===== config.mk =====
export PLATFORM = sky130hd
export DESIGN_NAME = program_loader_flat
export DESIGN_NICKNAME = d
export VERILOG_FILES = /design/src/rtl/program_loader_if.sv /design/src/rtl/program_loader.sv /design/src/flat_wrapper.sv
export SDC_FILE = /design/constraint.sdc
export NUM_CORES = 1
export LEC_CHECK = 0
export BUFFER_PORTS_ARGS = -buffer_cell sky130_fd_sc_hd__buf_2
export CORE_MARGIN = 1.5
export CORE_UTILIZATION = 55
export CTS_CLUSTER_SIZE = 25
export DETAILED_ROUTE_END_ITERATION = 10
export PLACE_DENSITY = 0.85
export SYNTH_ARGS = -nofsm -noshare
export SYNTH_HDL_FRONTEND = slang
export SYNTH_SLANG_ARGS = --single-unit

===== constraint.sdc =====
create_clock -name clk -period 3.3 [get_ports clk]
set_clock_uncertainty 0.15 [all_clocks]
set_input_delay 0.66 -clock clk [delete_from_list [all_inputs] [get_ports clk]]
set_output_delay 0.66 -clock clk [all_outputs]
set_load 0.01 [all_outputs]

===== src/rtl/program_loader_if.sv =====
// program_loader_if: byte-stream handshake, program-memory write port and
// load status between the host link and the program loader.
//   master : host / byte source side (drives Start, ByteIn, ByteValid)
//   slave  : program_loader side
interface program_loader_if #(
  parameter int DATA_WIDTH = 32
);
  // Host byte stream
  logic                  Start;
  logic [7:0]            ByteIn;
  logic                  ByteValid;
  logic                  ByteReady;

  // Program memory write port
  logic                  MemWrite;
  logic [DATA_WIDTH-1:0] WriteAddress;
  logic [DATA_WIDTH-1:0] WriteData;

  // Load status towards the CPU / host
  logic                  CpuHold;
  logic                  Done;
  logic                  Error;

  modport master (
    output Start, ByteIn, ByteValid,
    input  ByteReady, MemWrite, WriteAddress, WriteData, CpuHold, Done, Error
  );

  modport slave (
    input  Start, ByteIn, ByteValid,
    output ByteReady, MemWrite, WriteAddress, WriteData, CpuHold, Done, Error
  );
endinterface


===== src/rtl/program_loader.sv =====
// program_loader: receives a program as a byte stream (length byte, then
// little-endian 32-bit words), writes each assembled word to sequential
// program-memory addresses and holds the CPU while loading. Done / Error are
// sticky until the next Start.
//
// Optional feature: define PROGLOADER_CHECKSUM_EN to expect a trailing
// checksum byte equal to the XOR of all data bytes (length byte excluded).
// Without it the last word write goes straight to DONE.
//
// The loader never reads or erases the program memory; words written before
// an error or reset stay where they are.
module program_loader #(
  parameter int MEMORY_DEPTH = 32,
  parameter int DATA_WIDTH   = 32
) (
  input  logic             clk,
  input  logic             reset,   // asynchronous, active-low
  program_loader_if.slave  bus
);

  localparam int         IDX_W   = $clog2(MEMORY_DEPTH + 1);
  localparam logic [7:0] MAX_LEN = 8'(MEMORY_DEPTH);

`ifdef PROGLOADER_CHECKSUM_EN
  typedef enum logic [2:0] {
    S_IDLE  = 3'd0,
    S_LEN   = 3'd1,
    S_DATA  = 3'd2,
    S_WRITE = 3'd3,
    S_CHECK = 3'd4,
    S_DONE  = 3'd5,
    S_ERROR = 3'd6
  } state_t;
`else
  typedef enum logic [2:0] {
    S_IDLE  = 3'd0,
    S_LEN   = 3'd1,
    S_DATA  = 3'd2,
    S_WRITE = 3'd3,
    S_DONE  = 3'd5,
    S_ERROR = 3'd6
  } state_t;
`endif

  state_t                r_state;
  state_t                w_state_next;

  logic [IDX_W-1:0]      r_len;        // word count of the current load
  logic [IDX_W-1:0]      r_word_idx;   // index of the word being assembled
  logic [IDX_W-1:0]      w_idx_inc;
  logic [1:0]            r_byte_cnt;   // byte lane within the current word
  logic [DATA_WIDTH-1:0] r_write_data;
`ifdef PROGLOADER_CHECKSUM_EN
  logic [7:0]            r_xor;        // running XOR of the data bytes
`endif

  logic                  w_byte_ready;
  logic                  w_accept;
  logic                  w_mem_write;
  logic                  w_cpu_hold;
  logic                  w_done;
  logic                  w_error;
  logic                  w_len_bad;

  assign w_idx_inc = r_word_idx + IDX_W'(1);
  assign w_accept  = bus.ByteValid && w_byte_ready;
  assign w_len_bad = (bus.ByteIn == 8'd0) || (bus.ByteIn > MAX_LEN);

  // State register.
  always_ff @(posedge clk or negedge reset) begin
    // NOTE: sequential state uses non-blocking assignments so every flop
    // samples pre-edge values, independent of block ordering.
    if (!reset) r_state <= S_IDLE;
    else        r_state <= w_state_next;
  end

  // Next-state logic and state-decoded outputs.
  always_comb begin
    // NOTE: every signal gets a default first so no path can leave it
    // unassigned and infer a latch.
    w_state_next = r_state;
    w_byte_ready = 1'b0;
    w_mem_write  = 1'b0;
    w_cpu_hold   = 1'b0;
    w_done       = 1'b0;
    w_error      = 1'b0;

    case (r_state)
      S_IDLE: begin
        if (bus.Start) w_state_next = S_LEN;
      end
      S_LEN: begin
        w_byte_ready = 1'b1;
        w_cpu_hold   = 1'b1;
        if (w_accept) w_state_next = w_len_bad ? S_ERROR : S_DATA;
      end
      S_DATA: begin
        w_byte_ready = 1'b1;
        w_cpu_hold   = 1'b1;
        if (w_accept && (r_byte_cnt == 2'd3)) w_state_next = S_WRITE;
      end
      S_WRITE: begin
        w_mem_write = 1'b1;
        w_cpu_hold  = 1'b1;
        if (w_idx_inc == r_len) begin
`ifdef PROGLOADER_CHECKSUM_EN
          w_state_next = S_CHECK;
`else
          w_state_next = S_DONE;
`endif
        end else begin
          w_state_next = S_DATA;
        end
      end
`ifdef PROGLOADER_CHECKSUM_EN
      S_CHECK: begin
        w_byte_ready = 1'b1;
        w_cpu_hold   = 1'b1;
        if (w_accept) w_state_next = (bus.ByteIn == r_xor) ? S_DONE : S_ERROR;
      end
`endif
      S_DONE: begin
        w_done = 1'b1;
        if (bus.Start) w_state_next = S_LEN;
      end
      S_ERROR: begin
        w_error    = 1'b1;
        w_cpu_hold = 1'b1;
        if (bus.Start) w_state_next = S_LEN;
      end
      default: w_state_next = S_IDLE;
    endcase
  end

  // Length latch, word/byte counters, word assembly and checksum.
  always_ff @(posedge clk or negedge reset) begin
    if (!reset) begin
      r_len        <= '0;
      r_word_idx   <= '0;
      r_byte_cnt   <= '0;
      r_write_data <= '0;
`ifdef PROGLOADER_CHECKSUM_EN
      r_xor        <= '0;
`endif
    end else begin
      case (r_state)
        S_IDLE, S_DONE, S_ERROR: begin
          // Restart the address from 0 as soon as a new load begins.
          if (bus.Start) begin
            r_word_idx <= '0;
            r_byte_cnt <= '0;
          end
        end
        S_LEN: begin
          if (w_accept && !w_len_bad) begin
            r_len      <= bus.ByteIn[IDX_W-1:0];
            r_word_idx <= '0;
            r_byte_cnt <= '0;
`ifdef PROGLOADER_CHECKSUM_EN
            r_xor      <= '0;
`endif
          end
        end
        S_DATA: begin
          if (w_accept) begin
            r_write_data[{r_byte_cnt, 3'b000} +: 8] <= bus.ByteIn;
            r_byte_cnt <= r_byte_cnt + 2'd1;
`ifdef PROGLOADER_CHECKSUM_EN
            r_xor      <= r_xor ^ bus.ByteIn;
`endif
          end
        end
        S_WRITE: begin
          r_word_idx <= w_idx_inc;
        end
        default: ;
      endcase
    end
  end

  assign bus.ByteReady    = w_byte_ready;
  assign bus.MemWrite     = w_mem_write;
  assign bus.WriteAddress = DATA_WIDTH'({r_word_idx, 2'b00});
  assign bus.WriteData    = r_write_data;
  assign bus.CpuHold      = w_cpu_hold;
  assign bus.Done         = w_done;
  assign bus.Error        = w_error;

endmodule


===== src/flat_wrapper.sv =====
// flat-port wrapper written by rule: the top's interface ports become plain ports
module program_loader_flat 
#(
  parameter int MEMORY_DEPTH = 32,
  parameter int DATA_WIDTH   = 32
)
  (clk, reset, bus_Start, bus_ByteIn, bus_ByteValid, bus_ByteReady, bus_MemWrite, bus_WriteAddress, bus_WriteData, bus_CpuHold, bus_Done, bus_Error);
  program_loader_if #(.DATA_WIDTH(DATA_WIDTH)) bus_i ();
  input  logic clk;
  input  logic reset;
  input wire logic [$bits(bus_i.Start)-1:0] bus_Start;
  input wire logic [$bits(bus_i.ByteIn)-1:0] bus_ByteIn;
  input wire logic [$bits(bus_i.ByteValid)-1:0] bus_ByteValid;
  output wire logic [$bits(bus_i.ByteReady)-1:0] bus_ByteReady;
  output wire logic [$bits(bus_i.MemWrite)-1:0] bus_MemWrite;
  output wire logic [$bits(bus_i.WriteAddress)-1:0] bus_WriteAddress;
  output wire logic [$bits(bus_i.WriteData)-1:0] bus_WriteData;
  output wire logic [$bits(bus_i.CpuHold)-1:0] bus_CpuHold;
  output wire logic [$bits(bus_i.Done)-1:0] bus_Done;
  output wire logic [$bits(bus_i.Error)-1:0] bus_Error;
  assign bus_i.Start = bus_Start;
  assign bus_i.ByteIn = bus_ByteIn;
  assign bus_i.ByteValid = bus_ByteValid;
  assign bus_ByteReady = bus_i.ByteReady;
  assign bus_MemWrite = bus_i.MemWrite;
  assign bus_WriteAddress = bus_i.WriteAddress;
  assign bus_WriteData = bus_i.WriteData;
  assign bus_CpuHold = bus_i.CpuHold;
  assign bus_Done = bus_i.Done;
  assign bus_Error = bus_i.Error;
  program_loader #(.MEMORY_DEPTH(MEMORY_DEPTH), .DATA_WIDTH(DATA_WIDTH)) u_core (.clk(clk), .reset(reset), .bus(bus_i));
endmodule

Word-level counts from Yosys, hierarchy flattened

Index checks and enable logic that the tools add are counted.

$add $sub $neg: 3
Magnitude comparators: 1
Equal/unequal tests: 12
Shifts and indexed selects: 2
Mux-type cells: 19
Reduce and logical (&&, ||, !) cells: 17

Operator list:

| cell                   | count |
|---|---|
| $bwmux 32              | 1 |
| $shift 8x7->32 const A | 1 |
| $shiftx 8x7->32        | 1 |
| $pmux 6 s3             | 1 |
| $mux 3                 | 5 |
| $mux 6                 | 2 |
| $pmux 3 s4             | 1 |
| $ne 2x1->1 const B     | 5 |
| $gt 8x6->1 const B     | 1 |
| $logic_not 8->1        | 1 |
| $neg 5->7              | 1 |
| $add 6x1->6 const B    | 1 |
| $eq 3x2->1 const B     | 2 |
| $eq 3x3->1 const B     | 2 |
| $eq 6x6->1             | 1 |
| $mux 2                 | 3 |
| $pmux 2 s3             | 1 |
| $reduce_and 3->1       | 2 |
| $reduce_bool 3->1      | 2 |
| $mux 1                 | 5 |
| $reduce_and 2->1       | 2 |
| $reduce_and 4->1       | 1 |
| $reduce_or 4->1        | 1 |
| $eq 3x1->1 const B     | 1 |
| other kinds (8)        | 10 |

Flip-flop bits (word level): 49
Bits of input ports: 12
Logic and storage cells: 59

Depth between registers and ports, before layout

Word-level depth: 7
Mapped depth: 7
Depth with buffers taken out: 6

Worst setup path before layout

No wires, ideal clock.

Path type: input to register
From: input port bus_ByteIn[4]
To: register u_core.r_len[0]
Arrival: 2,096 ps
Setup slack: 929 ps
Stages on the path: 5
Buffers on the path: 0
Path through: or4_4 -> o21ai_4 -> nand3b_4 -> nor3_4 -> mux2_2

Word-level cells in the longest chain between the ends: 5

RTL lines:

| what                                          | RTL line              | source |
|---|---|---|
| start: declaration                            | flat_wrapper.sv:12    | `input wire logic [$bits(bus_i.ByteIn)-1:0] bus_ByteIn;` |
| $gt 8x6->1 or $logic_not 8->1 (tied branches) | program_loader.sv:67  | `assign w_len_bad = (bus.ByteIn == 8'd0) \|\| (bus.ByteIn > MAX_LEN);` |
| $logic_or 1x1->1 *                            | program_loader.sv:67  |  |
| $logic_not 1->1 *                             | program_loader.sv:155 | `if (w_accept && !w_len_bad) begin` |
| $logic_and 1x1->1 *                           | program_loader.sv:155 |  |
| $reduce_and 2->1 (no line) *                  | -                     |  |
| end signal: assignment                        | program_loader.sv:156 | `r_len <= bus.ByteIn[IDX_W-1:0];` |
| end: declaration                              | program_loader.sv:48  | `logic [IDX_W-1:0] r_len;` |

Every way passes the cells marked *; elsewhere a longest branch is shown, timed or not.
A chain may end at the register's enable or synchronous reset.

Worst setup path after layout

From: register u_core.r_state[0]
To: output port bus_MemWrite

Word-level cells in the longest chain between the ends: 2

RTL lines:

| what                     | RTL line             | source |
|---|---|---|
| start: declaration       | program_loader.sv:45 | `state_t r_state;` |
| start signal: assignment | program_loader.sv:74 | `else r_state <= w_state_next;` |
| $eq 3x2->1               | program_loader.sv:88 | `case (r_state)` |
| $mux 1                   | program_loader.sv:88 |  |
| end: declaration         | flat_wrapper.sv:15   | `output wire logic [$bits(bus_i.MemWrite)-1:0] bus_MemWrite;` |

Every way passes these cells.

==> impl_metrics.tcl <==
set metrics [dict create \
    multiInputGateArea_um2 1240 \
    stdcell_count 394 \
    hpwl_um 3800 \
    worst_slew_pin_slew_ns 1.07 \
    post_cts_buffers 0 \
    crit_path_end_kind "output port" \
    synth_edf_count 0 \
    power_frac_clock_pct 16.2 \
    regArea_um2 1230 \
    cts_sinks 49 \
    antenna_found_initial 0 \
    drt_wl_total_um 5370 \
    core_um2 4470 \
    whs_ns 0.332 \
    drt_pass1_iterations 4 \
    cts_resized 0 \
    setup_violations 0 \
    grt-ovfl-total 0 \
    slowest_delay_ns 0.57 \
    drtIter0Drc 156 \
    internal-power_w 0.00152 \
    worstSkewPairLatency_ns 0.30 \
    path_cells "nor2b_1, nand2_1, inv_1, buf_2" \
    viasPerCell 5.26 \
    period_share_pct 81.5 \
    path_clk_slew_ns 0.08 \
    synth_ff_type "dfrtp_1" \
    placedCellCount 387 \
    cts_root_buffer "clkbuf_8" \
    worstPathRequired_ns 2.49 \
    synth.cell_area_um2 2630 \
    drive_gt1_share_pct 23.1 \
    pwr-share-comb_pct 43.1 \
    relSlewSlack_pct 29.0 \
    cts_max_path_buffers 2 \
    ys_types 37 \
    ioPinCount 81 \
    dieHeight_um 72.1 \
    die-area_um2 5200 \
    place_congestion 0.834 \
    numCtsBuffers 5 \
    drc 0 \
    p_leak_nw 1.50 \
    yosysWarningCount 0 \
    port_buffers 54 \
    yosys_register_bits 49 \
    pwr_density_cell_nw_per_um2 871 \
    cts_max_level 2 \
    async_flop_share_pct 100 \
    outcome "finished clean" \
    syn-instance-count 290 \
    hold_buffers 0 \
    path_class "flop to output port" \
    power_w 0.00256 \
    rsz0062_at_grt "false" \
    ys_seq_area_share_pct 46.7 \
    fmax_mhz 372 \
    power_frac_seq_pct 40.6 \
    layout.nets 360 \
    area_growth_pct 12.0 \
    peakVddDrop_mv 0.462 \
    finalHoldViolations 0 \
    critPathMaxFanout 13 \
    slew_viol_final 0 \
    fillerInstances 387 \
    row_count 24 \
    initial_core_util_pct 58.7 \
    vias 2074 \
    grt_use_total_pct 22.2 \
    cts_tree "yes" \
    grt_max_degree 50 \
    final_core_util_pct 65.7 \
    ant_nets 0 \
    post-route-min-period_ns 2.69 \
    grt_pass1_vias 1865 \
    max_cap_viol_count 0 \
    worst_ep_arrival_time_ns 1.88 \
    avgRoutedWirePerCell_um 13.6 \
    fin_setup_tns_ns 0 \
    synth.avg_cell_area_um2 9.06 \
    fp.dieW_um 72.1 \
    hold_path_class "flop to flop" \
    grt_pass1_wl_um 8970 \
    startpoint_type "flop" \
    sw_frac_of_total_pct 40.6 \
    antennaDiodeCount 0 \
    switching_power_w 0.00104 \
    critical_path.slowest_cell "dfrtp_1" \
]
## synth_stat cells (2+ instances only)
cell type  number  area [um2]
nand2_1        75         282
buf_1           2        7.51
ha_1            6        75.1
buf_4          26         195
clkbuf_1        8        30.0
xnor2_1         7        61.3
mux2_2          8        90.1
o21ai_0        39         195
nand4_1         2        12.5
nor3_1          9        45.0
and3_1          5        31.3
a22o_2          2        20.0
nor2_1          7        26.3
a31oi_1         3        18.8
inv_1           6        22.5
a21oi_1         7        35.0
nor3b_1         6        45.0
xor2_1          2        17.5
nand3_1         3        15.0
nand2b_1        2        12.5
dfrtp_1        49        1230
## path summary, 6_finish.rpt
path                            cells past startpoint  slack [ns]                        to                     start
worst max register to register                      5        0.76  u_core.bus.WriteData[14]         u_core.r_state[1]
max in group asynchronous                           1        1.96           u_core.r_len[3]                     reset
worst min-delay path                                2        0.33  u_core.bus.WriteData[28]  u_core.bus.WriteData[28]
worst max-delay path                                4        0.61              bus_MemWrite         u_core.r_state[0]
worst min register to register                      2        0.33  u_core.bus.WriteData[28]  u_core.bus.WriteData[28]
min in group asynchronous                           1        0.40  u_core.bus.WriteData[19]                     reset
## cells in the final DEF, fill, tap and decap left out, drive strengths merged
cell type,instances
inv,6
nor3,10
mux2,8
nand3b,2
a221o,1
a211o,2
a22o,2
a31oi,3
clkinv,1
nor2,7
ha,6
clkbuf,5
buf,56
dfrtp,49
nand2b,2
or4,1
and2,1
a21oi,7
o211a,1
a2bb2oi,1
nor4,1
nand4,2
xnor2,7
and3,5
nand3,3
nor3b,6
conb,26
o21a,1
o21ai,40
xor2,2
nor2b,1
nand2,75
o22ai,1
bufinv,1
## critical path: cells and delay by family (launching register included)
family / cells / cell delay (ns)
buf+inv: 2 / 0.35
simple gates: 2 / 0.66
flops: 1 / 0.57
## layout make-up
| class | count | area share, % |
|---|---|---|
| sequential | 49 | 41.7 |
| clock inverter | 2 | 1.19 |
| multi-input combinational | 224 | 42.1 |
| clock buffer | 5 | 2.34 |
| inverter | 6 | 0.766 |
| timing repair buffer | 56 | 9.70 |
| tap | 52 | 2.21 |
## metrics by stage
stage | setup WS, ns | area (um2)
2_1_floorplan | 0.929 | 2720
3_3_place_gp | 0.715 | 2840
3_5_place_dp | 0.671 | 2840
4_1_cts | 0.626 | 2940
5_1_grt | 0.394 | 2940
6_report | 0.612 | 2940
## sequential cells by signal (all words and copies together), names as in the netlist
register and flops:
u_core.bus.WriteData 32, u_core.r_state 3, u_core.r_byte_cnt 2, u_core.r_word_idx 6, u_core.r_len 6
## power groups by stage
| stage | registers [W] | logic (W) | clock network (W) |
|---|---|---|---|
| after floorplan | 0.00107 | 0.000711 | 0 |
| after global placement | 0.00104 | 0.00107 | 0 |
| after detailed placement | 0.00105 | 0.00111 | 0 |
| after CTS | 0.00104 | 0.00111 | 0.000420 |
| after global routing | 0.00108 | 0.00125 | 0.000450 |
| final | 0.00104 | 0.00111 | 0.000416 |
## cell families after synthesis
kind of cell | Yosys count | share of synthesized area, %
compound gates | 59 | 13.5
xor+xnor | 9 | 3.00
fa+ha+maj | 6 | 2.86
buf+inv | 42 | 9.72
flops | 49 | 46.7
mux | 8 | 3.43
other cells | 1 | 0.143
simple gates | 116 | 20.7
## per-layer routing
layer | GRT usage [%] | wire length [um] | part of all wire (%)
met1 | 31.9 | 2520 | 47
met2 | 34.4 | 2570 | 48
met3 | 5.14 | 243 | 4.5
met4 | 5.66 | 38 | 0.71
met5 | 0 | 0 | 0
Power figures use the tool's default switching activity.
